## src/rtl/riu_pkg.sv

```systemverilog
// Shared definitions for the RV32 EX-stage units: ALU opcode constants that
// the control unit also drives, and the multiply sequencer state type.
package riu_pkg;

  localparam logic [3:0] ALUOP_MUL   = 4'b0101;
  localparam logic [3:0] ALUOP_MULH  = 4'b0110;
  localparam logic [3:0] ALUOP_MULHU = 4'b0111;

  typedef enum logic [1:0] {
    IDLE = 2'd0,
    RUN  = 2'd1,
    FIX  = 2'd2,
    DONE = 2'd3
  } mulseq_state_t;

  // True for the three opcodes the multiply sequencer executes.
  function automatic logic is_mul_op(input logic [3:0] op);
    return (op == ALUOP_MUL) || (op == ALUOP_MULH) || (op == ALUOP_MULHU);
  endfunction

endpackage

```

## src/rtl/mul_seq.sv

```systemverilog
// Iterative radix-2 shift-add multiplier for MUL/MULH/MULHU.
// Operands are converted to magnitudes on accept, multiplied unsigned over
// WIDTH RUN cycles, and the sign is reapplied to the full 2*WIDTH product in
// FIX. The pipeline is held via stall_EX until the DONE cycle.
//
// Handshake: start/aluop_EX is a request that is only consumed in IDLE
// (cycle 0); stall_EX tells the pipeline the request has not completed yet.
// done is a one-cycle pulse in which result is valid and stall_EX is low, so
// the consumer captures result at the end of that same cycle. There is no
// backpressure on done.
//
// The FSM state is available on the internal signal `state` (mulseq_state_t)
// for hierarchical observation.
module mul_seq
  import riu_pkg::*;
#(
  parameter int WIDTH = 32
) (
  input  logic             clk,
  input  logic             rst_n,
  input  logic             start,
  input  logic [3:0]       aluop_EX,
  input  logic [WIDTH-1:0] a,
  input  logic [WIDTH-1:0] b,
  output logic             stall_EX,
  output logic             done,
  output logic [WIDTH-1:0] result
);

  localparam int CW = $clog2(WIDTH) + 1;

  mulseq_state_t          state;
  logic [3:0]             op_q;
  logic                   neg;
  logic [WIDTH-1:0]       mcand;
  logic [2*WIDTH-1:0]     p;
  logic [CW-1:0]          count;

  logic                   accept;
  logic                   signed_op;
  logic [WIDTH-1:0]       abs_a;
  logic [WIDTH-1:0]       abs_b;
  logic [WIDTH:0]         sum;
  logic [2*WIDTH-1:0]     p_fix;

  // Operand conditioning, the single adder and the single negator.
  always_comb begin
    accept    = (state == IDLE) && start && is_mul_op(aluop_EX);
    // MUL is handled as signed; its low half is the same either way.
    signed_op = (aluop_EX != ALUOP_MULHU);
    // The most negative value maps to 2^(WIDTH-1), which fits unsigned.
    abs_a     = (signed_op && a[WIDTH-1]) ? (~a + 1'b1) : a;
    abs_b     = (signed_op && b[WIDTH-1]) ? (~b + 1'b1) : b;
    sum       = {1'b0, p[2*WIDTH-1:WIDTH]} + (p[0] ? {1'b0, mcand} : '0);
    p_fix     = neg ? (~p + {{(2*WIDTH-1){1'b0}}, 1'b1}) : p;
  end

  // Stall covers the accept cycle plus every RUN and FIX cycle; reset forces it low.
  assign stall_EX = (accept && rst_n) || (state == RUN) || (state == FIX);

  // Sequencer FSM with datapath registers and registered done/result.
  always_ff @(posedge clk or negedge rst_n) begin
    if (!rst_n) begin
      state  <= IDLE;
      op_q   <= 4'b0;
      neg    <= 1'b0;
      mcand  <= '0;
      p      <= '0;
      count  <= '0;
      done   <= 1'b0;
      result <= '0;
    end else begin
      case (state)
        IDLE: begin
          done <= 1'b0;
          if (accept) begin
            op_q  <= aluop_EX;
            neg   <= signed_op && (a[WIDTH-1] ^ b[WIDTH-1]);
            mcand <= abs_a;
            p     <= {{WIDTH{1'b0}}, abs_b};
            count <= '0;
            state <= RUN;
          end
        end
        RUN: begin
          // Add into the upper half, then shift {carry, P} right by one.
          p     <= {sum, p[WIDTH-1:1]};
          count <= count + CW'(1);
          if (count == CW'(WIDTH - 1)) begin
            state <= FIX;
          end
        end
        FIX: begin
          p      <= p_fix;
          result <= (op_q == ALUOP_MUL) ? p_fix[WIDTH-1:0] : p_fix[2*WIDTH-1:WIDTH];
          done   <= 1'b1;
          state  <= DONE;
        end
        DONE: begin
          done  <= 1'b0;
          state <= IDLE;
        end
        default: state <= IDLE;
      endcase
    end
  end

endmodule

```

## config.mk

```make
export PLATFORM = sky130hd
export DESIGN_NAME = mul_seq
export DESIGN_NICKNAME = d
export VERILOG_FILES = /design/src/rtl/riu_pkg.sv /design/src/rtl/mul_seq.sv
export SDC_FILE = /design/constraint.sdc
export NUM_CORES = 1
export LEC_CHECK = 0
export CORE_MARGIN = 5
export CORE_UTILIZATION = 59
export CTS_CLUSTER_DIAMETER = 120
export CTS_CLUSTER_SIZE = 10
export DETAILED_ROUTE_END_ITERATION = 8
export DONT_BUFFER_PORTS = 1
export PLACE_DENSITY_LB_ADDON = 0.2
export SLEW_MARGIN = 0
export SYNTH_ARGS = -nofsm -noshare
export SYNTH_HDL_FRONTEND = slang
export SYNTH_SLANG_ARGS = --single-unit
```

## constraint.sdc

```tcl
create_clock -name clk -period 3.15 [get_ports clk]
set_clock_uncertainty 0.15 [all_clocks]
set_input_delay 0.63 -clock clk [delete_from_list [all_inputs] [get_ports clk]]
set_output_delay 0.63 -clock clk [all_outputs]
set_load 0.005 [all_outputs]
```

* Word level (Yosys, flattened, before mapping) *
Cells that the tools add are included.

storage, ports and cells
  register bits = 142
  bits of input ports = 71
  output and inout bits = 34
  logic and storage cells = 60

cells by class
  $add $sub $neg = 5
  equality and inequality tests = 11
  multiplexer cells = 13
  bitwise gates (word level) = 4
  reductions and logical operators = 19

operators by type and width
  kind                   number
  $pmux 64 s3            1
  $mux 32                4
  $mux 64                2
  $add 32x1->32 const B  2
  $add 64x1->64 const B  1
  $not 32->32            2
  $not 64->64            1
  $add 32x32->33         1
  $eq 4x3->1 const B     4
  $pmux 6 s2             1
  $pmux 2 s4             1
  $reduce_and 2->1       4
  $add 6x1->6 const B    1
  $eq 6x5->1 const B     1
  $logic_and 1x1->1      6
  $mux 6                 1
  $eq 2x2->1 const B     2
  $logic_or 1x1->1       4
  $mux 2                 2
  $ne 4x3->1 const B     1
  $reduce_bool 2->1      2
  $reduce_bool 3->1      1
  $eq 2x1->1 const B     1
  $logic_not 2->1        1
  other kinds (5)        5

* Depth between registers and ports, before layout *
Gate-level depths: netlist of the first run.

  depth after elaboration = 7
  gate-level depth with buffers = 14
  gate-level depth less buffers = 12

* Least setup slack after synthesis of the first run *
OpenSTA, ideal clock, no wires.

  path kind = reg2reg
  from = reg p[0]
  to = reg p[59]
  arrival = 2.989 ns
  data required time = 2.874 ns
  path slack = -0.115 ns
  cell stages (with the launch flop) = 15
  buffers on the path = 2
  clock period less this slack = 3.265 ns
  cell sequence = dfrtp_1 > clkbuf_1 > clkbuf_1 > and2_1 > ha_1 > inv_1 > fa_1 > nor2b_1 > o31ai_1 > a31o_2 > a31oi_1 > a32oi_1 > a21boi_0 > xor2_1 > a221o_1

between the ends
  cells in the longest elaborated chain, start to end = 4

RTL lines
  what                    RTL line       source
  start, declared         mul_seq.sv:36  logic [2*WIDTH-1:0] p;
  start signal, assigned  mul_seq.sv:80  p <= {{WIDTH{1'b0}}, abs_b};
  start signal, assigned  mul_seq.sv:87  p <= {sum, p[WIDTH-1:1]};
  start signal, assigned  mul_seq.sv:94  p <= p_fix;
  $not 64->64             mul_seq.sv:55  p_fix = neg ? (~p + {{(2*WIDTH-1){1'b0}}, 1'b1}) : p;
  $add 64x1->64           mul_seq.sv:55
  $mux 64                 mul_seq.sv:55
  $pmux 64 s3 *           mul_seq.sv:73  case (state)

Mark *: on every way between the ends. The rest lies on a longest branch, timed or not.
A chain may end at the register's enable or synchronous reset.

* Final worst setup path of the first run *
  from = reg p[0]
  to = reg p[30]

between the ends
  cells in the longest elaborated chain, start to end = 4

RTL lines
  what           RTL line
  $not 64->64    mul_seq.sv:55
  $add 64x1->64  mul_seq.sv:55
  $mux 64        mul_seq.sv:55
  $pmux 64 s3    mul_seq.sv:73

Every way passes these cells.

==> results of run 1 <==
[cells by family (layout without fill, tap and decap cells)]
group / count (synthesis) / count (layout) / synth area share
AO/OA/AOI/OAI: 456 / 456 / 0.2755
AND/OR/NAND/NOR: 446 / 446 / 0.1975
flip-flops: 142 / 142 / 0.3182
XOR/XNOR: 146 / 146 / 0.1145
buffers and inverters: 115 / 178 / 0.03888
adder cells (fa/ha/maj): 42 / 42 / 0.04773
multiplexers: 8 / 8 / 0.007619
[critical path, cell delays in order (launching register included)]
cell and delay, ns:
dfrtp_2 0.47, inv_1 0.10, ha_1 0.17, or3b_2 0.52, or3_4 0.38, nor3_1 0.16, nand2_1 0.13, buf_4 0.16
o31a_1 0.28, a211o_1 0.24, a21oi_1 0.15, nor3_1 0.06
[routing by layer]
| layer | track usage | vias to the layer above |
|---|---|---|
| met5 | 0 | - |
| li1 | - | 5094 |
| met3 | 0.06959 | 54 |
| met1 | 0.4059 | 5263 |
| met2 | 0.4854 | 426 |
| met4 | 0.07456 | 0 |
[stage by stage]
| step | setup slack (ns) | power [W] | hold slack (ns) | TNS (ns) |
|---|---|---|---|---|
| 4_1_cts | 0.01587 | 0.01388 | -0.2701 | 0 |
| 5_1_grt | -0.05949 | 0.01508 | -0.2801 | -0.3036 |
| 2_1_floorplan | -0.002498 | 0.008765 | 0.1844 | -0.002498 |
| 3_3_place_gp | 0.1075 | 0.01142 | 0.1881 | 0 |
| 3_5_place_dp | 0.02459 | 0.01162 | 0.1881 | 0 |
| 6_report | 0.04844 | 0.01418 | -0.2666 | 0 |
[power by group]
| group | total (W) | switching [W] | internal [W] |
|---|---|---|---|
| registers | 0.00369 | 0.00102 | 0.00268 |
| clock network | 0.00221 | 0.000855 | 0.00135 |
| logic | 0.00828 | 0.00483 | 0.00345 |
| total | 0.0142 | 0.00670 | 0.00748 |
[cells in the mapped netlist (8+ instances only)]
cell	number	area, µm²
xnor2_1	69	604.3
o41ai_1	10	87.58
or4_1	11	82.58
nor4_1	12	75.07
clkbuf_1	72	270.3
o21ai_0	124	620.6
o31ai_1	27	202.7
nor2_1	87	326.6
a22oi_1	20	150.1
a21o_1	36	270.3
and3_1	14	87.58
a221oi_1	20	175.2
nor3_1	49	245.2
dfrtp_1	142	3553
and2_1	36	225.2
a221o_1	19	190.2
o22ai_1	17	106.4
ha_1	41	513.0
nand3_1	26	130.1
a31oi_1	13	81.33
xor2_1	77	674.4
nand4_1	10	62.56
or3_1	14	87.58
buf_1	8	30.03
nand2_1	148	555.5
a21oi_1	92	460.4
o31a_1	9	78.83
inv_1	32	120.1
[sequential cells by signal (all words and copies together), names as in the netlist]
| register | cells |
|---|---|
| mcand | 32 |
| p | 64 |
| result | 32 |
| op_q | 4 |
| count | 6 |
| state | 2 |
| neg | 1 |
| done | 1 |
[layout make-up]
| cell class | count | area share |
|---|---|---|
| clock inverters | 13 | 0.01470 |
| inverters | 33 | 0.009636 |
| well taps | 234 | 0.02278 |
| clock buffers | 19 | 0.03446 |
| repair buffers | 113 | 0.06784 |
| flip-flops and latches | 142 | 0.2766 |
| multi-input cells | 1098 | 0.5740 |
[timing repair]
item	CTS	global route
buffers inserted	0	3
setup endpoints to repair	1	30
hold endpoints to repair	142	142
pin swaps	0	11
gates resized for setup	1	33
[worst paths after layout]
kind | slack [ns] | end | cells after the start
setup / recovery | 0.05 | p[30]$_DFFE_PN0P_ | 11
hold / removal | -0.27 | p[14]$_DFFE_PN0P_ | 0
setup reg to reg | 0.05 | p[30]$_DFFE_PN0P_ | 11
hold reg to reg | 0.32 | mcand[30]$_DFFE_PN0P_ | 2
max in group asynchronous | 2.93 | mcand[1]$_DFFE_PN0P_ | 0
min in group clk | 0.15 | op_q[0]$_DFFE_PN0P_ | 2
==> impl_metrics.json, run 1 <==
{
  "period_minus_slack_ns": 3.102,
  "drive_above_1_share": 0.1410,
  "drt-pass1-iter-count": 6,
  "yosys_warnings": 0,
  "seqCellArea_um2": 3556,
  "critPathKind": "flip-flop to flip-flop",
  "fmax_mhz": 322.4,
  "wl_met1_mm": 14.29,
  "vdd_drop_max_mv": 0.8352,
  "dp_cells": 1617,
  "synthFlopType": "dfrtp_1",
  "critPathMaxFanout": 6,
  "place_area_um2": 12060,
  "core-area_um2": 18640,
  "synth_area_um2": 11170,
  "synth-seq-area-share": 0.3182,
  "period_share": 0.9846,
  "htreeDepth": 4,
  "clock_sinks": 142,
  "cts_tree": "done",
  "num_antenna_cells": 0,
  "cts_made_buffers": 17,
  "place_congestion": 0.9652,
  "insertion_delay_ns": 0.44,
  "rsz0062_at_grt": "yes",
  "route.detailed.drc": 0,
  "max_slew_margin": 0.08574,
  "end_kind": "flip-flop",
  "die_x_um": 147.6,
  "first_global_vias": 10200,
  "setup_viol": 0,
  "synthArstFlopShare": 1.000,
  "final_nets": 1518,
  "met2WireLength_mm": 16.17,
  "fp-row-count": 50,
  "cts.reportedPaths.clkPinSlew_ns": 0.07,
  "max_cap_viol_count": 0,
  "violations": "hold timing",
  "syn_nets": 1468,
  "min_path_type": "input pin to asynchronous set/reset pin",
  "wl_met3_mm": 2.622,
  "portBuffers": 0,
  "grt_pass1_wl_mm": 53.19,
  "stdcell_count": 1652,
  "dieArea_um2": 21780,
  "worstMarginPinSlew_ns": 1.366,
  "fillers": 1547,
  "grt.total_usage": 0.2989,
  "p_per_area_nw_per_um2": 1103,
  "critPathLaunchType": "flip-flop",
  "num_vias": 10840,
  "drt_iter0_markers": 931,
  "overflow": 0,
  "ctsRootBufferMaster": "clkbuf_16",
  "wl_per_cell_um": 20.38,
  "area_growth_pct": 15.11,
  "fin_area_um2": 12850,
  "die_h_um": 147.6,
  "cp_data_arrival_time_ns": 3.26,
  "dp_hpwl_mm": 24.70,
  "final_util": 0.6895,
  "layout_commonest_cell": "nand2_1",
  "cp.required_ns": 3.31,
  "top_layer": "met4",
  "drt-total-wl_mm": 33.67,
  "clock_path_buffers": 2,
  "synth_edf_count": 0,
  "slew_violations": 0,
  "multiInputGateArea_um2": 7378,
  "antenna_found_initial": 0,
  "initial_core_util": 0.5990,
  "grt_max_degree": 144,
  "synth_cell_type_count": 80,
  "holdWs_ns": -0.2666,
  "io_pins": 105,
  "p_leak_nw": 5.708,
  "synthCells": 1355,
  "synth.avg_cell_area_um2": 8.241,
  "vias_per_cell": 6.560,
  "hold_viol_final": 142,
  "layout_common_cells": "nand2_1, dfrtp_1, o21ai_0",
  "r2r-start": "p[0]$_DFFE_PN0P_",
  "status": "finished, violations left",
  "detail-route-antenna-nets": 0,
  "ys_ff_latch": 142,
  "critPathLaunch": "p[0]$_DFFE_PN0P_"
}
Power figures use the tool's default switching activity.
==> run 2, diff against run 1 <==
CTS_BUF_LIST = sky130_fd_sc_hd__clkbuf_16   (was unset)
PLACE_DENSITY = 0.78   (was unset)
PLACE_DENSITY_LB_ADDON = unset   (was 0.2)
==> impl_metrics.json, run 2 (synthesis results as in run 1) <==
{
  "status": "finished, violations left",
  "violations": "hold timing",
  "holdWs_ns": -0.2707,
  "layout_commonest_cell": "nand2_1",
  "p_leak_nw": 5.739,
  "layout_common_cells": "nand2_1, dfrtp_1, o21ai_0",
  "p_per_area_nw_per_um2": 1115,
  "fmax_mhz": 321.4,
  "worstRegToRegCells": 10,
  "dieArea_um2": 21780,
  "place_congestion": 0.9449,
  "regMostFlops": "p",
  "crit_end": "result[28]$_DFFE_PN0P_",
  "cts_tree": "done",
  "pwr-share-comb": 0.599,
  "critPathKind": "flip-flop to flip-flop",
  "grt.total_usage": 0.3033,
  "fp-row-count": 50,
  "grt_max_degree": 144,
  "area_growth_pct": 15.98,
  "seqCellArea_um2": 3556,
  "cts_made_buffers": 17,
  "max_cap_viol_count": 0,
  "slew_violations": 0,
  "max_slew_margin": 0.4521,
  "io_pins": 105,
  "clock_power_share": 0.149,
  "reg.largest.list": "p x64, mcand x32, result x32",
  "cts.reportedPaths.clkPinSlew_ns": 0.07,
  "final_nets": 1522,
  "clock_sinks": 142,
  "num_antenna_cells": 0,
  "drive_above_1_share": 0.1505,
  "clock_path_buffers": 2,
  "post-place-ws_ns": -0.05272,
  "antenna_found_initial": 0,
  "p_switching_w": 0.006888,
  "fin_ws_ns": 0.03830,
  "end_kind": "flip-flop",
  "rr_endpoint": "result[28]$_DFFE_PN0P_",
  "rsz0062_at_grt": "yes",
  "drt-pass1-iter-count": 6,
  "worstMarginPinSlew_ns": 0.8206,
  "r2r-start": "p[0]$_DFFE_PN0P_",
  "dp_hpwl_mm": 24.55,
  "setup_viol": 0,
  "reg2reg_slack_ns": 0.04,
  "fin_area_um2": 12950,
  "critPathSlowestCell": "or3b_2",
  "ctsRootBufferMaster": "clkbuf_16",
  "detail-route-antenna-nets": 0,
  "multiInputGateArea_um2": 7452,
  "drt-total-wl_mm": 33.80,
  "critPathLaunch": "p[0]$_DFFE_PN0P_",
  "vdd_drop_max_mv": 0.6630,
  "period_share": 0.9878,
  "grt_pass1_wl_mm": 53.72,
  "num_vias": 10990,
  "place_area_um2": 12090,
  "insertion_delay_ns": 0.44,
  "first_global_vias": 10450,
  "swShare": 0.4770,
  "route.detailed.drc": 0,
  "hold_viol_final": 142,
  "min_path_type": "input pin to asynchronous set/reset pin",
  "cp.required_ns": 3.32,
  "pwr-share-seq": 0.253,
  "core-area_um2": 18640,
  "cp_data_arrival_time_ns": 3.28,
  "p_int_w": 0.007553,
  "fillers": 1469,
  "wl_per_cell_um": 20.41,
  "die_h_um": 147.6,
  "period_minus_slack_ns": 3.112,
  "die_x_um": 147.6,
  "critPathMaxFanout": 8,
  "drt_iter0_markers": 1114,
  "overflow": 0,
  "critPathLaunchType": "flip-flop",
  "portBuffers": 0,
  "largest_reg_flops": 64,
  "cpPeakStageDelay_ns": 0.51,
  "initial_core_util": 0.5990,
  "vias_per_cell": 6.635,
  "path_cells": "inv_1 > ha_1 > or3b_2 > or3_4 > nor3_2 > nand2_2 > o31a_1 > xnor2_2 > a21oi_1 > mux2_2",
  "htreeDepth": 4
}
run 2: cell count changes in the layout (fill, tap and decap cells not counted), moves of 2 or more:
| cell | change |
|---|---|
| o31ai_4 | +2 |
| a21oi_2 | +6 |
| nand2_2 | +2 |
| a21oi_1 | -5 |
| buf_6 | +2 |
| inv_6 | +3 |
| nand2_1 | -2 |
| buf_4 | +2 |
run 2: per-stage QoR:
step | setup TNS (ns) | power (W) | cells | utilization
2_1_floorplan | -0.002498 | 0.008765 | 1355 | -
3_3_place_gp | 0 | 0.01149 | 1621 | 0.6484
3_5_place_dp | -0.1785 | 0.01171 | 1621 | 0.6484
4_1_cts | 0 | 0.01393 | 1654 | 0.6826
5_1_grt | -0.2298 | 0.01536 | 1656 | 0.6947
6_report | 0 | 0.01444 | 1656 | 0.6947
run 2: timing repair:
action | in CTS | in global routing
setup buffers | 1 | 2
gates resized for setup | 6 | 44
pin swaps | 0 | 10
endpoints found under the hold margin | 142 | 142
endpoints found under the setup margin | 10 | 33
run 2: worst min path at each step:
stage | startpoint | to | slack (ns) | cells after the start
floorplan | rst_n | count[0]$_DFFE_PN0P_ | 0.18 | 0
global placement | rst_n | p[12]$_DFFE_PN0P_ | 0.19 | 0
detailed placement | rst_n | p[14]$_DFFE_PN0P_ | 0.19 | 0
CTS | rst_n | p[14]$_DFFE_PN0P_ | -0.27 | 0
global route | rst_n | p[14]$_DFFE_PN0P_ | -0.28 | 0
finish | rst_n | p[14]$_DFFE_PN0P_ | -0.27 | 0
run 2: cell type report:
type,count,share of cell area
multi-input cells,1098,0.5754
flip-flops and latches,142,0.2746
repair buffers,117,0.07062
clock buffers,17,0.03285
well taps,234,0.02261
clock inverters,15,0.01439
inverters,33,0.009564
run 2: power by group through the flow:
stage,Clock (W),Combinational (W),Sequential (W)
2_1_floorplan,0,0.00538,0.00339
3_3_place_gp,0,0.00789,0.00360
3_5_place_dp,0,0.00809,0.00362
4_1_cts,0.00215,0.00818,0.00360
5_1_grt,0.00223,0.00938,0.00375
6_report,0.00215,0.00864,0.00365
run 2: per-layer routing:
| layer | up-vias | wire length, µm | track usage |
|---|---|---|---|
| met4 | 0 | 1045 | 0.1104 |
| met3 | 82 | 2806 | 0.07174 |
| met2 | 504 | 15890 | 0.4877 |
| li1 | 5103 | - | - |
| met5 | - | 0 | 0 |
| met1 | 5298 | 14050 | 0.4010 |
run 2: critical path: cells and delay by family, from the launching register on:
| kind | cells | cell delay [ns] |
|---|---|---|
| AND/OR/NAND/NOR | 4 | 1.14 |
| flip-flops | 1 | 0.48 |
| multiplexers | 1 | 0.30 |
| buffers and inverters | 1 | 0.11 |
| XOR/XNOR | 1 | 0.26 |
| adder cells (fa/ha/maj) | 1 | 0.15 |
| AO/OA/AOI/OAI | 2 | 0.39 |
